[config.mk]
export PLATFORM = sky130hd
export DESIGN_NAME = seq_mult
export DESIGN_NICKNAME = d
export VERILOG_FILES = /design/src/rtl/alu_pkg.sv /design/src/rtl/twos_neg.sv /design/src/rtl/seq_mult.sv
export SDC_FILE = /design/constraint.sdc
export NUM_CORES = 1
export LEC_CHECK = 0
export BUFFER_PORTS_ARGS = -buffer_cell sky130_fd_sc_hd__buf_4
export CORE_MARGIN = 10
export CORE_UTILIZATION = 55
export DETAILED_ROUTE_END_ITERATION = 8
export PLACE_DENSITY = 0.74
export SKIP_LAST_GASP = 1
export SLEW_MARGIN = 30
export SYNTH_ARGS = -nofsm -noshare
export SYNTH_HDL_FRONTEND = slang
export SYNTH_SLANG_ARGS = --single-unit
[constraint.sdc]
create_clock -name clk -period 7.5 [get_ports clk]
set_clock_uncertainty 0.05 [all_clocks]
set_input_delay 0.75 -clock clk [delete_from_list [all_inputs] [get_ports clk]]
set_output_delay 0.75 -clock clk [all_outputs]
set_load 0.02 [all_outputs]
[src/rtl/alu_pkg.sv]
// Shared ALU definitions: sequencer state encoding and default operand width.
package alu_pkg;

  localparam int DEFAULT_WIDTH = 16;

  typedef enum logic [1:0] {
    IDLE = 2'd0,
    RUN  = 2'd1,
    FIX  = 2'd2
  } state_t;

endpackage

[src/rtl/twos_neg.sv]
// Conditional two's-complement negate; passes din through when neg is low.
module twos_neg #(
  parameter int W = 16
) (
  input  logic         neg,
  input  logic [W-1:0] din,
  output logic [W-1:0] dout
);

  always_comb begin
    dout = din;
    if (neg) dout = ~din + W'(1);
  end

endmodule

[src/rtl/seq_mult.sv]
// Sequential shift-and-add multiplier: magnitudes are multiplied over WIDTH
// cycles, then the sign is restored in a single fix-up cycle.
//   state | meaning
//   IDLE  | waiting for start; operands and mode latched on start
//   RUN   | one partial product accumulated per cycle, WIDTH cycles
//   FIX   | sign fix-up written to product, done pulsed
module seq_mult
  import alu_pkg::*;
#(
  parameter int WIDTH     = DEFAULT_WIDTH,
  parameter bit SIGNED_EN = 1'b1
) (
  input  logic               clk,
  input  logic               rst_n,
  input  logic               start,
  input  logic               signed_op,
  input  logic [WIDTH-1:0]   a,
  input  logic [WIDTH-1:0]   b,
  output logic               busy,
  output logic               done,
  output logic [2*WIDTH-1:0] product
);

  localparam int PW = 2 * WIDTH;
  localparam int CW = (WIDTH > 2) ? $clog2(WIDTH) : 1;

  state_t          state, state_nx;
  logic            s_op;
  logic            neg_a, neg_b;
  logic [WIDTH-1:0] a_mag, b_mag;
  logic [PW-1:0]   mcand, acc, acc_fix;
  logic [WIDTH-1:0] mplier;
  logic            neg;
  logic [CW-1:0]   count;
  logic            last;

  assign s_op  = signed_op & SIGNED_EN;
  assign neg_a = s_op & a[WIDTH-1];
  assign neg_b = s_op & b[WIDTH-1];
  assign last  = (count == CW'(WIDTH - 1));
  assign busy  = (state != IDLE);

  // -2^(WIDTH-1) negates to itself, which read unsigned is the correct magnitude
  twos_neg #(.W(WIDTH)) u_abs_a (.neg(neg_a), .din(a), .dout(a_mag));
  twos_neg #(.W(WIDTH)) u_abs_b (.neg(neg_b), .din(b), .dout(b_mag));
  twos_neg #(.W(PW))    u_fix   (.neg(neg),   .din(acc), .dout(acc_fix));

  always_ff @(posedge clk or negedge rst_n) begin
    if (!rst_n) state <= IDLE;
    else        state <= state_nx;
  end

  always_comb begin
    state_nx = state;
    case (state)
      IDLE:    if (start) state_nx = RUN;
      RUN:     if (last)  state_nx = FIX;
      FIX:     state_nx = IDLE;
      default: state_nx = IDLE;
    endcase
  end

  always_ff @(posedge clk or negedge rst_n) begin
    if (!rst_n) begin
      mcand   <= '0;
      mplier  <= '0;
      acc     <= '0;
      neg     <= 1'b0;
      count   <= '0;
      done    <= 1'b0;
      product <= '0;
    end else begin
      done <= 1'b0;
      case (state)
        IDLE: begin
          if (start) begin
            mcand  <= {{WIDTH{1'b0}}, a_mag};
            mplier <= b_mag;
            neg    <= neg_a ^ neg_b;
            acc    <= '0;
            count  <= '0;
          end
        end
        RUN: begin
          if (mplier[0]) acc <= acc + mcand;
          mcand  <= mcand << 1;
          mplier <= mplier >> 1;
          count  <= count + CW'(1);
        end
        FIX: begin
          product <= acc_fix;
          done    <= 1'b1;
        end
        default: ;
      endcase
    end
  end

endmodule

==> out/results.ini, run 1 <==
[run_status]
outcome=finished clean

[synth]
synthCells=830
synth.distinct_cells=64
async_reset_ff_share_pct=100
synthesis.area_um2=7360
syn-num-nets=902
synth-seq-cells=120
syn_area_per_cell_um2=8.87
synth_sequential_area_ratio_pct=40.8
ys_warn_count=0
synth-edff-count=0
synth-main-ff-cell=dfrtp_1

[critical_path]
path_max_fanout=5
crit_type=flip-flop to flip-flop
end_kind=flip-flop
cp.arrival_ps=3330
required_ps=7710
startpoint_type=flip-flop

[place]
routabilityCongestion=0.967
dp_cells=1037
hpwl_mm=13.2
io_buffers=69

[timing]
min_period_over_period_pct=41.7
slew_viol_final=0
fmax_mhz=320
setup_viol=0
period_needed_ps=3120
tns_ps=0
hold_viol=0
slew-limit-headroom_pct=36.4
grt_setup_unrepaired=no
tightest_slew_ps=951

[cts]
post_cts_buffers=0
cts_hold_buf=0
clk_pin_slew_ps=60
clockRootBuffer=clkbuf_16
numCtsBuffers=17
cts_max_level=4
cts_buffer_depth=2
cts_tree=yes
postCtsResizedCells=0
insertion_delay_ps=420
cts_sinks=120

[cells_and_area]
final_cells=1070
final_common_cell=nand2_1
drive_above_1_share_pct=13.8
area.growth.synth_to_final_pct=17.0
num_antenna_cells=0
final_net_count=953
most-common-layout-cells=nand2_1, o21ai_0, dfrtp_1

[floorplan]
io_pins=70
die_area_um2=18400
chipWidth_um=136
dieHeight_um=136
num_rows=42
start_util_pct=55.8
core_um2=13200

[pwr]
power.density_nw_per_um2=459
p_leak_nw=3.94
power_mw=3.95
ir_worst_vdd_uv=217

[grt]
grt-ovfl-total=0
grt_first_pass_wirelength_mm=29.9
antenna_found_initial=0
grt_pass1_vias=6092
grt_max_degree=72
grt_use_total_pct=19.8

[routing]
routed_wirelength_mm=17.9
drc_errors=0
drtIter0Drc=446
final_antenna_net_count=0
dr.pass1.iters=5
wire_per_inst_um=16.7
dr_total_vias=6285
vias_per_cell=5.87

[job]
maxCapViolations=0

[worst_hold_path]
hold_class=input pin to asynchronous set/reset pin

## worst paths after layout
kind	from	endpoint	slack (ps)	cells past startpoint
worst max-delay path	acc[0]	acc[30]	4380	11
worst min-delay path	rst_n	product[24]	290	1
worst max register to register	acc[0]	acc[30]	4380	11
worst min register to register	product[24]	product[24]	430	2
max in group asynchronous	rst_n	neg	6070	3
min in group clk	product[24]	product[24]	430	2
## cell type report
class	instances	area [um2]
well taps	176	220
clock buffers	21	470
clock inverters	11	146
inverters	20	75.1
flip-flops and latches	120	3000
multi-input cells	647	4110
repair buffers	75	583
fillers	1110	4580
## registers in the layout, indices dropped and copies added, names as in the netlist
name     cells
acc         32
count        4
done         1
mcand       32
mplier      16
neg          1
product     32
state        2
## metal layers
| layer | global-route usage (%) | part of all wire (%) | vias up |
|---|---|---|---|
| met3 | 3.75 | 6.4 | 32 |
| met1 | 27.0 | 47 | 2968 |
| met2 | 30.6 | 45 | 186 |
| met4 | 7.18 | 2.0 | 0 |
| li1 | - | - | 3099 |
| met5 | 0 | 0 | - |
## where the power goes
part / internal, mW / total (mW) / switching (mW)
clock network: 0.547 / 0.842 / 0.294
registers: 0.928 / 1.24 / 0.312
logic: 0.778 / 1.87 / 1.09
## synthesized netlist by cell type (9+ instances only)
| master | number | area (um2) |
|---|---|---|
| a21o_1 | 19 | 143 |
| a21oi_1 | 38 | 190 |
| a22oi_1 | 30 | 225 |
| clkbuf_1 | 38 | 143 |
| dfrtp_1 | 120 | 3000 |
| ha_1 | 35 | 438 |
| inv_1 | 20 | 75.1 |
| nand2_1 | 134 | 503 |
| nand3_1 | 14 | 70.1 |
| nand4_1 | 9 | 56.3 |
| nor2_1 | 30 | 113 |
| nor3_1 | 12 | 60.1 |
| o21ai_0 | 128 | 641 |
| o31ai_1 | 10 | 75.1 |
| o41ai_1 | 9 | 78.8 |
| xnor2_1 | 32 | 280 |
| xor2_1 | 51 | 447 |
## logic make-up (layout without fill, tap and decap cells)
kind of cell / count (synthesis) / count (layout) / share of synthesized area [%]
compound gates: 276 / 276 / 23.2
simple gates: 247 / 247 / 15.7
flops: 120 / 120 / 40.8
xor+xnor: 83 / 83 / 9.88
buf+inv: 63 / 127 / 3.52
fa+ha+maj: 36 / 36 / 6.22
mux: 5 / 5 / 0.697
## through the flow
stage | utilization [%] | setup WS, ps | hold slack [ps] | instance area [um2]
2_1_floorplan | - | 4820 | 400 | 7360
3_3_place_gp | 60.3 | 4510 | 415 | 7960
3_5_place_dp | 60.3 | 4420 | 422 | 7960
4_1_cts | 65.0 | 4390 | 319 | 8570
5_1_grt | 65.2 | 4090 | 342 | 8610
6_report | 65.2 | 4380 | 292 | 8610
## critical path, stage by stage, from the launching register on
cell      delay, ps
dfrtp_1         440
ha_1            230
inv_1            70
fa_1            390
nor2b_1         170
o31a_1          200
o311ai_0        240
a21oi_1         300
a31oi_1         190
o41ai_1         460
xnor2_1         160
o21ai_0          80
Power figures use the tool's default switching activity.
==> run 2: changes to the inputs <==
--- a/config.mk
+++ b/config.mk
@@ -7,9 +7,9 @@
 export LEC_CHECK = 0
 export BUFFER_PORTS_ARGS = -buffer_cell sky130_fd_sc_hd__buf_4
 export CORE_MARGIN = 10
-export CORE_UTILIZATION = 55
+export CORE_UTILIZATION = 54
 export DETAILED_ROUTE_END_ITERATION = 8
-export PLACE_DENSITY = 0.74
+export PLACE_DENSITY = 0.76
 export SKIP_LAST_GASP = 1
 export SLEW_MARGIN = 30
 export SYNTH_ARGS = -nofsm -noshare
==> constraint.sdc (replaced) <==
create_clock -name clk -period 2.7 [get_ports clk]
set_clock_uncertainty 0.05 [all_clocks]
set_input_delay 0.27 -clock clk [delete_from_list [all_inputs] [get_ports clk]]
set_output_delay 0.27 -clock clk [all_outputs]
set_load 0.02 [all_outputs]
==> out/results.ini, run 2 (same netlist as run 1, synthesis figures left out) <==
[cells_and_area]
drive_above_1_share_pct=25.5  ; was 13.8%
final_cells=1164  ; was 1070
post-route-util_pct=71.7  ; was 65.2%
final_common_cell=buf_4  ; was nand2_1
num_antenna_cells=0  ; unchanged
top_regs=acc (32), mcand (32), product (32)  ; unchanged
final_net_count=1047  ; was 953
area.growth.synth_to_final_pct=29.6  ; was 17.0%
most-common-layout-cells=buf_4, nand2_1, o21ai_0  ; was nand2_1, o21ai_0, dfrtp_1

[pwr]
power.density_nw_per_um2=1290  ; was 459 nW/um2
p_leak_nw=4.44  ; was 3.94 nW
ir_worst_vdd_uv=644  ; was 217 uV

[critical_path]
end_kind=flip-flop  ; unchanged
cp.arrival_ps=3000  ; was 3330 ps
crit_type=flip-flop to flip-flop  ; unchanged
required_ps=2950  ; was 7710 ps
path_max_fanout=3  ; was 5
startpoint_type=flip-flop  ; unchanged

[routing]
routed_wirelength_mm=19.2  ; was 17.9 mm
wire_per_inst_um=16.5  ; was 16.7 um
drtIter0Drc=398  ; was 446
vias_per_cell=5.67  ; was 5.87
drc_errors=0  ; unchanged
dr.pass1.iters=6  ; was 5
final_antenna_net_count=0  ; unchanged
dr_total_vias=6603  ; was 6285

[grt]
grt_max_degree=66  ; was 72
grt-ovfl-total=0  ; unchanged
grt_first_pass_wirelength_mm=31.4  ; was 29.9 mm
grt_pass1_vias=6466  ; was 6092
antenna_found_initial=0  ; unchanged
grt_use_total_pct=20.7  ; was 19.8%

[run_status]
violations=negative setup slack
outcome=finished with violations  ; was finished clean

[timing]
period_needed_ps=2750  ; was 3120 ps
hold_viol=0  ; unchanged
min_period_over_period_pct=102  ; was 41.7%
fin_ws_ps=-48.2  ; was 4380 ps
slew_viol_final=0  ; unchanged
setup_viol=3  ; was 0
slew-limit-headroom_pct=44.3  ; was 36.4%
grt_setup_unrepaired=yes  ; was no
tightest_slew_ps=836  ; was 951 ps
fmax_mhz=364  ; was 320 MHz

[job]
maxCapViolations=0  ; unchanged

[place]
dp_cells=1120  ; was 1037
hpwl_mm=13.9  ; was 13.2 mm
io_buffers=69  ; unchanged
routabilityCongestion=0.900  ; was 0.967

[cts]
cts_buffer_depth=2  ; unchanged
numCtsBuffers=17  ; unchanged
clk_pin_slew_ps=50  ; was 60 ps
cts_max_level=4  ; unchanged
cts_tree=yes  ; unchanged
cts_sinks=120  ; unchanged
insertion_delay_ps=420  ; about the same
clockRootBuffer=clkbuf_16  ; unchanged

[floorplan]
die_area_um2=18700  ; was 18400 um2
dieHeight_um=137  ; was 136 um
chipWidth_um=137  ; was 136 um
core_um2=13300  ; was 13200 um2
start_util_pct=55.3  ; was 55.8%
num_rows=42  ; unchanged
io_pins=70  ; unchanged

[worst_hold_path]
hold_class=input pin to flip-flop  ; was input pin to asynchronous set/reset pin

run 2: cell types whose count changed in the layout (fill, tap and decap cells not counted), moves of 5 or more:
cell | previous run | this run
buf_4 | 74 | 165
o21ai_0 | 128 | 121
ha_1 | 35 | 29
o21ai_1 | 1 | 7
a21oi_1 | 38 | 33
a21oi_2 | 0 | 5
run 2: path summary, 6_finish.rpt:
path | end | slack, ps | from | depth (start not counted)
hold / removal | mplier[0] | 50 | b[0] | 3
setup / recovery | acc[25] | -50 | acc[4] | 9
max in group asynchronous | mcand[13] | 1620 | rst_n | 3
setup reg to reg | acc[25] | -50 | acc[4] | 9
min in group asynchronous | acc[24] | 280 | rst_n | 2
hold reg to reg | product[19] | 430 | product[19] | 2
run 2: power by group:
| group | switching, mW | internal [mW] |
|---|---|---|
| Combinational | 3.70 | 3.13 |
| Sequential | 0.659 | 2.58 |
| Clock | 0.766 | 1.42 |
| Total | 5.13 | 7.13 |
run 2: final cells by class:
class,count,area (um2)
clock buffers,23,478
clock inverters,9,97.6
fillers,1041,3760
inverters,20,75.1
multi-input cells,647,4370
flip-flops and latches,120,3000
well taps,176,220
repair buffers,169,1290
run 2: critical path, stage by stage, from the launching register on:
cell and delay [ps]:
dfrtp_1 420, ha_4 290, o211ai_1 110, o211ai_1 280, a31oi_2 160, o311a_1 350
o211ai_1 270, a41oi_2 160, o21bai_1 200, mux2_4 320
run 2: routing by layer:
metal	share of wire (%)	vias to the layer above	track usage, %
li1	-	3273	-
met1	44	3123	26.7
met2	47	180	33.1
met3	7.0	27	4.99
met4	1.7	0	7.40
met5	0	-	0
run 2: timing repair:
item / in CTS / in global routing
endpoints found under the hold margin: 27 / 0
setup endpoints to repair: 10 / 19
buffers inserted: 6 / 5
pin swaps: 13 / 15
hold buffers: 1 / 0
gates resized for setup: 18 / 36
run 2: metrics by stage:
stage	power, mW	cell area (um2)	setup TNS [ps]	setup slack (ps)	hold WS [ps]
after floorplan	7.06	7360	0	24.2	-75.6
after global placement	9.33	8600	-300	-109	176
after detailed placement	9.46	8600	-804	-175	175
after CTS	12.0	9340	-39.7	-20.0	34.3
after global routing	13.2	9540	-1040	-242	52.4
final	12.3	9540	-83.7	-48.2	47.1
